==> config.mk <==
export PLATFORM = sky130hd
export DESIGN_NAME = plc_scrambler_par
export DESIGN_NICKNAME = d
export VERILOG_FILES = /design/src/rtl/plc_scrambler_par.sv
export SDC_FILE = /design/constraint.sdc
export NUM_CORES = 1
export LEC_CHECK = 0
export ABC_AREA = 1
export CORE_MARGIN = 1.5
export CORE_UTILIZATION = 60
export CTS_BUF_LIST = sky130_fd_sc_hd__clkbuf_4 sky130_fd_sc_hd__clkbuf_8 sky130_fd_sc_hd__clkbuf_16
export DETAILED_ROUTE_END_ITERATION = 10
export DONT_BUFFER_PORTS = 1
export GPL_TIMING_DRIVEN = 0
export MAX_ROUTING_LAYER = met4
export PLACE_DENSITY = 0.81
export RECOVER_POWER = 25
export SLEW_MARGIN = 0
export SYNTH_ARGS = -nofsm -noshare
export SYNTH_HDL_FRONTEND = slang
export SYNTH_SLANG_ARGS = --single-unit
==> constraint.sdc <==
create_clock -name clk -period 2 [get_ports clk]
set_input_delay 0.4 -clock clk [delete_from_list [all_inputs] [get_ports clk]]
set_output_delay 0.4 -clock clk [all_outputs]
set_load 0.01 [all_outputs]
==> src/rtl/plc_scrambler_par.sv <==
// Parallel PLC LFSR scrambler/descrambler: additive or self-synchronising, valid/ready.
// Optional bypass port when PLC_SCR_BYPASS_EN is defined.
module plc_scrambler_par #(
  parameter int                  REG_BITS  = 10,
  parameter int                  DATA_BITS = 8,
  parameter logic [REG_BITS-1:0] POLY      = 10'h204,
  parameter logic [REG_BITS-1:0] SEED      = 10'h3FF
) (
  input  logic                 clk,
  input  logic                 rst_n,
  input  logic                 mode,
  input  logic                 descramble,
  input  logic                 seed_ld,
  input  logic [REG_BITS-1:0]  seed_val,
`ifdef PLC_SCR_BYPASS_EN
  input  logic                 bypass,
`endif
  input  logic                 in_valid,
  output logic                 in_ready,
  input  logic [DATA_BITS-1:0] in_data,
  output logic                 out_valid,
  input  logic                 out_ready,
  output logic [DATA_BITS-1:0] out_data
);

  logic [REG_BITS-1:0]  state;
  logic [REG_BITS-1:0]  ld_state;
  logic [REG_BITS-1:0]  s_start;
  logic [REG_BITS-1:0]  s_end;
  logic [DATA_BITS-1:0] scr;
  logic [DATA_BITS-1:0] beat;
  logic                 accept;
  logic                 byp;

`ifdef PLC_SCR_BYPASS_EN
  assign byp = bypass;
`else
  assign byp = 1'b0;
`endif

  assign in_ready = ~out_valid | out_ready;
  assign accept   = in_valid & in_ready;

  // a zero seed would lock the additive LFSR, so fall back to SEED
  assign ld_state = (seed_val == '0) ? SEED : seed_val;
  assign s_start  = seed_ld ? ld_state : state;

  always_comb begin
    logic [REG_BITS-1:0] s;
    logic                f;
    logic                ob;
    logic                b;
    s   = s_start;
    scr = '0;
    for (int k = 0; k < DATA_BITS; k++) begin
      f      = ^(s & POLY);
      ob     = in_data[k] ^ f;
      scr[k] = ob;
      b      = f;
      unique case (1'b1)
        ~mode:               b = f;
        mode & ~descramble:  b = ob;
        mode & descramble:   b = in_data[k];
      endcase
      s = {s[REG_BITS-2:0], b};
    end
    s_end = s;
  end

  assign beat = byp ? in_data : scr;

  always_ff @(posedge clk or negedge rst_n) begin
    if (!rst_n) begin
      state     <= SEED;
      out_valid <= 1'b0;
      out_data  <= '0;
    end else begin
      state <= (accept && !byp) ? s_end : s_start;
      if (in_ready)
        out_valid <= in_valid;
      if (accept)
        out_data <= beat;
    end
  end

endmodule
==> results.json, run 1 <==
{
  "grt_pass1_wl_mm": 5.720,
  "drive_gt1_share_pct": 33.03,
  "first_iter_violations": 22,
  "place_congestion": 0.8045,
  "synth_area_per_cell_um2": 7.454,
  "combPwrFrac_pct": 37.5,
  "power_mw": 1.207,
  "powerDensity_mw_per_mm2": 724.8,
  "ys.warnings.count": 0,
  "core_region_area_mm2": 0.002477,
  "ir_drop_uv": 628.7,
  "crit_chain": "nor2_2, inv_1, nand2_2, nand2_2, nand3_2, nand2_2, nand2_2, nand2_4, nand3_2, nand2_2, nand3_1, nand2_2, nand2_1, nand3_1, nand2_1",
  "clock_skew_ps": 4.098,
  "synth_edf_count": 0,
  "synth_cell_types": 34,
  "final_cell_mix": "54 x nand2_1, 20 x nand2_2, 19 x nor2_1",
  "drtAntennaViolNets": 0,
  "grt_usage_pct": 28.03,
  "cpPeakStageDelay_ps": 540,
  "vias": 1376,
  "yosysTopAreaCellShare_pct": 16.63,
  "hold_viol_final": 0,
  "numClockSinks": 19,
  "ys.flop_type": "dfstp_2",
  "boundaryPins": 35,
  "cp-start-kind": "flip-flop",
  "timing.fmax_mhz": 536.2,
  "ys_seq_area_share_pct": 30.88,
  "nets": 244,
  "placed_cells": 242,
  "chipWidth_um": 54.32,
  "port_buffers": 0,
  "synth-seq-cells": 19,
  "slowest_stage": "dfstp_2",
  "rows": 18,
  "mostFrequentLayoutCell": "nand2_1",
  "outcome": "finished clean",
  "grt_pass1_vias": 1404,
  "dieArea_mm2": 0.002951,
  "drv_slew": 0,
  "die_height_um": 54.32,
  "path_class": "reg2reg",
  "synthArstFlopShare_pct": 100.0,
  "end_kind": "flip-flop",
  "cp_max_fo": 4,
  "drtPass1Iterations": 4,
  "final_cells": 248,
  "slew_headroom_pct": 44.56,
  "min_period_ps": 1865,
  "start_util_pct": 63.79,
  "worstHoldPathType": "in2reg",
  "drv_cap": 0,
  "cts_buffers": 3,
  "synth_area_mm2": 0.001580,
  "required_ps": 2200,
  "nFillCells": 217,
  "cts_tree": "done",
  "overflow": 0,
  "intPower_mw": 0.7407,
  "h-tree-depth": 1,
  "clk_pin_slew_ps": 100,
  "cpMostUsedCell": "nand2_2",
  "cp_num_cells": 15,
  "rrSetupSlack_ps": 130,
  "grt_busiest_layer": "met2",
  "use_met1_pct": 32.98,
  "power.share.clock_pct": 17.4,
  "grtUsageMet3_pct": 2.459,
  "synth_cells": 212,
  "power_leakage_nw": 0.8325,
  "swShare_pct": 38.64,
  "grt_max_degree": 20,
  "area_delta_synth_final_pct": 5.384,
  "wl_per_cell_um": 13.77,
  "multi_input_area_um2": 982.2,
  "clock_path_buffers": 2,
  "root_buffer": "clkbuf_4",
  "seq_area_um2": 488.0,
  "antennaDiodeCount": 0,
  "routed_wl_mm": 3.415,
  "syn-num-nets": 237,
  "via_per_inst": 5.548,
  "finalSetupViolCount": 0,
  "clock_latency_ps": 300,
  "cp.arrival_ps": 2070,
  "synth_area_leader_cell": "dfstp_2",
  "ff2ff_path_depth": 15,
  "met2_usage_pct": 49.60,
  "antenna_found_initial": 0,
  "remaining_drc_errors": 0,
  "holdPathStages": 3,
  "p_seq_share_pct": 45.0,
  "path_delay_family": "simple AND/OR/NAND/NOR gates",
  "finalCritPeriodShare_pct": 93.26,
  "dp_hpwl_mm": 2.799,
  "crit_buf_inv": 1,
  "synth_area_leaders": "dfstp_2 17%, dfrtp_1 14%, nand2_1 13%",
  "power_switching_mw": 0.4664,
  "worstMarginPinSlew_ps": 828.9
}
[final cells by class]
type / count / area share (%)
multi-input cells: 168 / 58.98
flip-flops and latches: 19 / 29.30
inverters: 19 / 4.433
well taps: 30 / 2.254
plain buffers: 6 / 2.179
clock buffers: 4 / 1.803
repair buffers: 2 / 1.052
[path summary, 6_finish.rpt]
kind,end,start
max,out_data[6]$_DFFE_PN0P_,state[2]$_DFF_PN1_
min,out_data[6]$_DFFE_PN0P_,in_data[6]
max reg2reg,out_data[6]$_DFFE_PN0P_,state[2]$_DFF_PN1_
min reg2reg,out_data[2]$_DFFE_PN0P_,out_data[2]$_DFFE_PN0P_
max in group asynchronous,out_data[6]$_DFFE_PN0P_,rst_n
min in group asynchronous,out_data[3]$_DFFE_PN0P_,rst_n
[registers in the layout (all words and copies together) (netlist names)]
signal,count
state,10
out_data,8
out_valid,1
[power by group through the flow]
stage | Combinational [mW] | Clock [mW] | Sequential (mW)
2_1_floorplan | 0.363 | 0 | 0.540
3_3_place_gp | 0.411 | 0 | 0.548
3_5_place_dp | 0.437 | 0 | 0.550
4_1_cts | 0.448 | 0.210 | 0.544
5_1_grt | 0.513 | 0.222 | 0.551
6_report | 0.453 | 0.211 | 0.543
[timing repair]
item | in CTS | in global routing
setup buffers | 0 | 1
gates resized for setup | 0 | 0
endpoints found under the setup margin | 0 | 1
hold endpoints to repair | 19 | 0
hold buffers | 1 | 0
[worst min-delay path, delay by kind of cell]
family	cells	cell delay (ps)
simple gates	3	130
[per-layer routing]
layer / routed length [um] / vias to the layer above
met2: 1785 / 47
met3: 154 / 10
met4: 70 / 0
met1: 1403 / 636
met5: 0 / -
li1: - / 683
[synthesized netlist by cell type, drive strengths merged, types with 3 or more instances]
cell type and count:
nand2 76, nor2 29, nand3 23, inv 19, o21ai 17, dfstp 10, dfrtp 9, xor2 6
buf 4, nand4 4, or2 4, nand3b 3
[metrics by stage]
stage               hold WS (ps)  utilization, %  instance area (um^2)  setup TNS (ps)  setup WS (ps)
global placement           104.7           65.30                  1618          -183.4         -79.80
finish                     268.3           67.22                  1665               0          134.9
CTS                        265.9           66.92                  1658               0          138.2
global route               263.8           67.22                  1665          -12.15         -6.709
detailed placement         104.7           65.30                  1618          -683.1         -168.5
floorplan                  104.4               -                  1580               0          52.05
[cells by family after synthesis]
| family | count (synthesis) | synth area share [%] |
|---|---|---|
| AND/OR/NAND/NOR | 141 | 50.12 |
| flip-flops | 19 | 30.88 |
| XOR/XNOR | 7 | 4.830 |
| AO/OA/AOI/OAI | 20 | 7.205 |
| buffers and inverters | 25 | 6.968 |
Note: power is estimated with default switching activity, not from simulation.
==> run 2, diff against run 1 <==
CORE_MARGIN = 2   (was 1.5)
CORE_UTILIZATION = 63   (was 60)
PLACE_DENSITY = 0.84   (was 0.81)
==> run 2 against run 1 <==
  * Via count shrank 0.15%
  * Wire length grew 2.5%
  * Worst hold slack worse by 26 ps
  * Clock-buffer cell count is 1 lower
  * Clock power barely moved
  * Combinational power about the same
  * Non-clock buffer count down 1
  * Register-to-register slack about the same
  * Critical path depth up 1
  * Die area shrank 0.86%
  * Largest cell class unchanged
  * Largest power group unchanged
==> results.json, run 2 (same netlist as run 1, synthesis figures left out) <==
{
  "vias": 1374,
  "power_leakage_nw": 0.8275,
  "finalCritPeriodShare_pct": 92.70,
  "end_kind": "flip-flop",
  "boundaryPins": 35,
  "routed_wl_mm": 3.499,
  "grt_setup_unrepaired": "no",
  "dieArea_mm2": 0.002925,
  "r2r-end": "state[0]$_DFF_PN1_",
  "finalSetupViolCount": 0,
  "ff2ff_path_depth": 16,
  "start_util_pct": 64.97,
  "antennaDiodeCount": 0,
  "chipWidth_um": 54.09,
  "port_buffers": 0,
  "placed_cells": 242,
  "nFillCells": 229,
  "max_flop_register": "state",
  "path_class": "reg2reg",
  "h-tree-depth": 1,
  "timing.fmax_mhz": 539.4,
  "hold_viol_final": 0,
  "slew_headroom_pct": 42.79,
  "first_iter_violations": 24,
  "die_height_um": 54.09,
  "cp-start-kind": "flip-flop",
  "utilization_pct": 68.16,
  "final_cells": 247,
  "largest_register_ffs": 10,
  "drive_gt1_share_pct": 33.18,
  "hp-start": "in_data[6]",
  "worstHoldPathType": "in2reg",
  "root_buffer": "clkbuf_4",
  "cts_buffers": 3,
  "clk_pin_slew_ps": 110,
  "area_delta_synth_final_pct": 4.909,
  "cpPeakStageDelay_ps": 530,
  "final_cell_mix": "53 x nand2_1, 21 x nand2_2, 19 x nor2_1",
  "nets": 243,
  "outcome": "finished clean",
  "antenna_found_initial": 0,
  "slowest_stage": "dfstp_2",
  "cts_setup_buffers": 0,
  "overflow": 0,
  "grt_max_degree": 20,
  "grt_pass1_wl_mm": 5.637,
  "required_ps": 2270,
  "numClockSinks": 19,
  "mostFrequentLayoutCell": "nand2_1",
  "cpMostUsedCell": "nand2_2",
  "largest_registers": "state (10), out_data (8), out_valid (1)",
  "min_period_ps": 1854,
  "clock_latency_ps": 310,
  "grt_pass1_vias": 1333,
  "seq_area_um2": 488.0,
  "holdPathStages": 3,
  "crit_chain": "nor2_1, inv_1, nand2_1, nand2_2, nand3_1, nand2_2, nand2_2, nand2_4, nand3_2, nand2_2, nand2_2, nand2_1, nand3_1, nand2_1, nand3_2, nand2_2",
  "grt_usage_pct": 28.39,
  "drv_cap": 0,
  "ir_drop_uv": 684.3,
  "rows": 18,
  "drtAntennaViolNets": 0,
  "drv_slew": 0,
  "clock_path_buffers": 2,
  "reg2reg_from": "state[1]$_DFF_PN1_",
  "worst_hold_path.endpoint": "out_data[6]$_DFFE_PN0P_",
  "cts_tree": "done",
  "place_congestion": 0.8024,
  "dp_hpwl_mm": 2.754,
  "multi_input_area_um2": 984.7,
  "core_region_area_mm2": 0.002432,
  "clock_skew_ps": 2.780,
  "worstMarginPinSlew_ps": 855.4,
  "cp_max_fo": 3,
  "rrSetupSlack_ps": 150,
  "wl_per_cell_um": 14.17,
  "drtPass1Iterations": 4,
  "powerDensity_mw_per_mm2": 725.4,
  "remaining_drc_errors": 0,
  "cp.arrival_ps": 2120,
  "via_per_inst": 5.563
}
run 2: changes by cell type in the layout (fill, tap and decap cells not counted), sizes merged:
cell,change
clkbuf,-1
clkinv,+1
buf,-1
run 2: layout make-up:
| class | count | share of cell area [%] |
|---|---|---|
| Inverter | 19 | 4.453 |
| Multi-Input combinational cell | 168 | 59.40 |
| Timing Repair Buffer | 1 | 0.6038 |
| Sequential cell | 19 | 29.43 |
| Clock inverter | 1 | 0.3019 |
| Buffer | 6 | 2.189 |
| Clock buffer | 3 | 1.358 |
| Tap cell | 30 | 2.264 |
run 2: per-layer routing:
metal  part of all wire, %  vias up  GRT usage [%]
met5                     0        -              -
met4                   1.8        0          10.42
met3                   5.1        7          4.167
met2                    52       44          52.03
met1                    41      642          30.84
li1                      -      681              -
run 2: repair_timing:
action / CTS / global route
setup endpoints to repair: 0 / 2
hold endpoints to repair: 19 / 0
hold buffers: 1 / 0
resized for setup: 0 / 1
run 2: through the flow:
step	instance area, um^2	setup WS, ps	TNS [ps]	hold slack (ps)	total power, mW
after floorplan	1580	52.05	0	104.4	0.9033
after global placement	1618	-78.32	-171.1	104.8	0.9583
after detailed placement	1618	-144.8	-715.5	104.7	0.9866
after CTS	1655	122.1	0	249.4	1.203
after global routing	1658	4.857	0	266.6	1.282
final	1658	146.0	0	242.6	1.203
run 2: power by group:
group          switching [mW]  internal (mW)  total [mW]
Combinational           0.289          0.161       0.451
Sequential             0.0612          0.483       0.544
Clock                   0.133         0.0750       0.208
Total                   0.484          0.719        1.20
run 2: worst max-delay path, delay by kind of cell, from the launching register on:
| kind | cells | cell delay, ps |
|---|---|---|
| buffers and inverters | 1 | 60 |
| flip-flops | 1 | 530 |
| AND/OR/NAND/NOR | 15 | 1220 |
run 2: how the worst max path moves through the flow:
stage	startpoint	endpoint	slack (ps)	cells after the start
after detailed placement	seed_val[2]	out_data[7]$_DFFE_PN0P_	-140	18
final	state[1]$_DFF_PN1_	state[0]$_DFF_PN1_	150	16
after global routing	state[1]$_DFF_PN1_	state[0]$_DFF_PN1_	5	16
after floorplan	seed_val[1]	out_data[5]$_DFFE_PN0P_	50	14
after CTS	state[1]$_DFF_PN1_	out_data[7]$_DFFE_PN0P_	120	15
after global placement	seed_val[1]	out_data[5]$_DFFE_PN0P_	-80	14
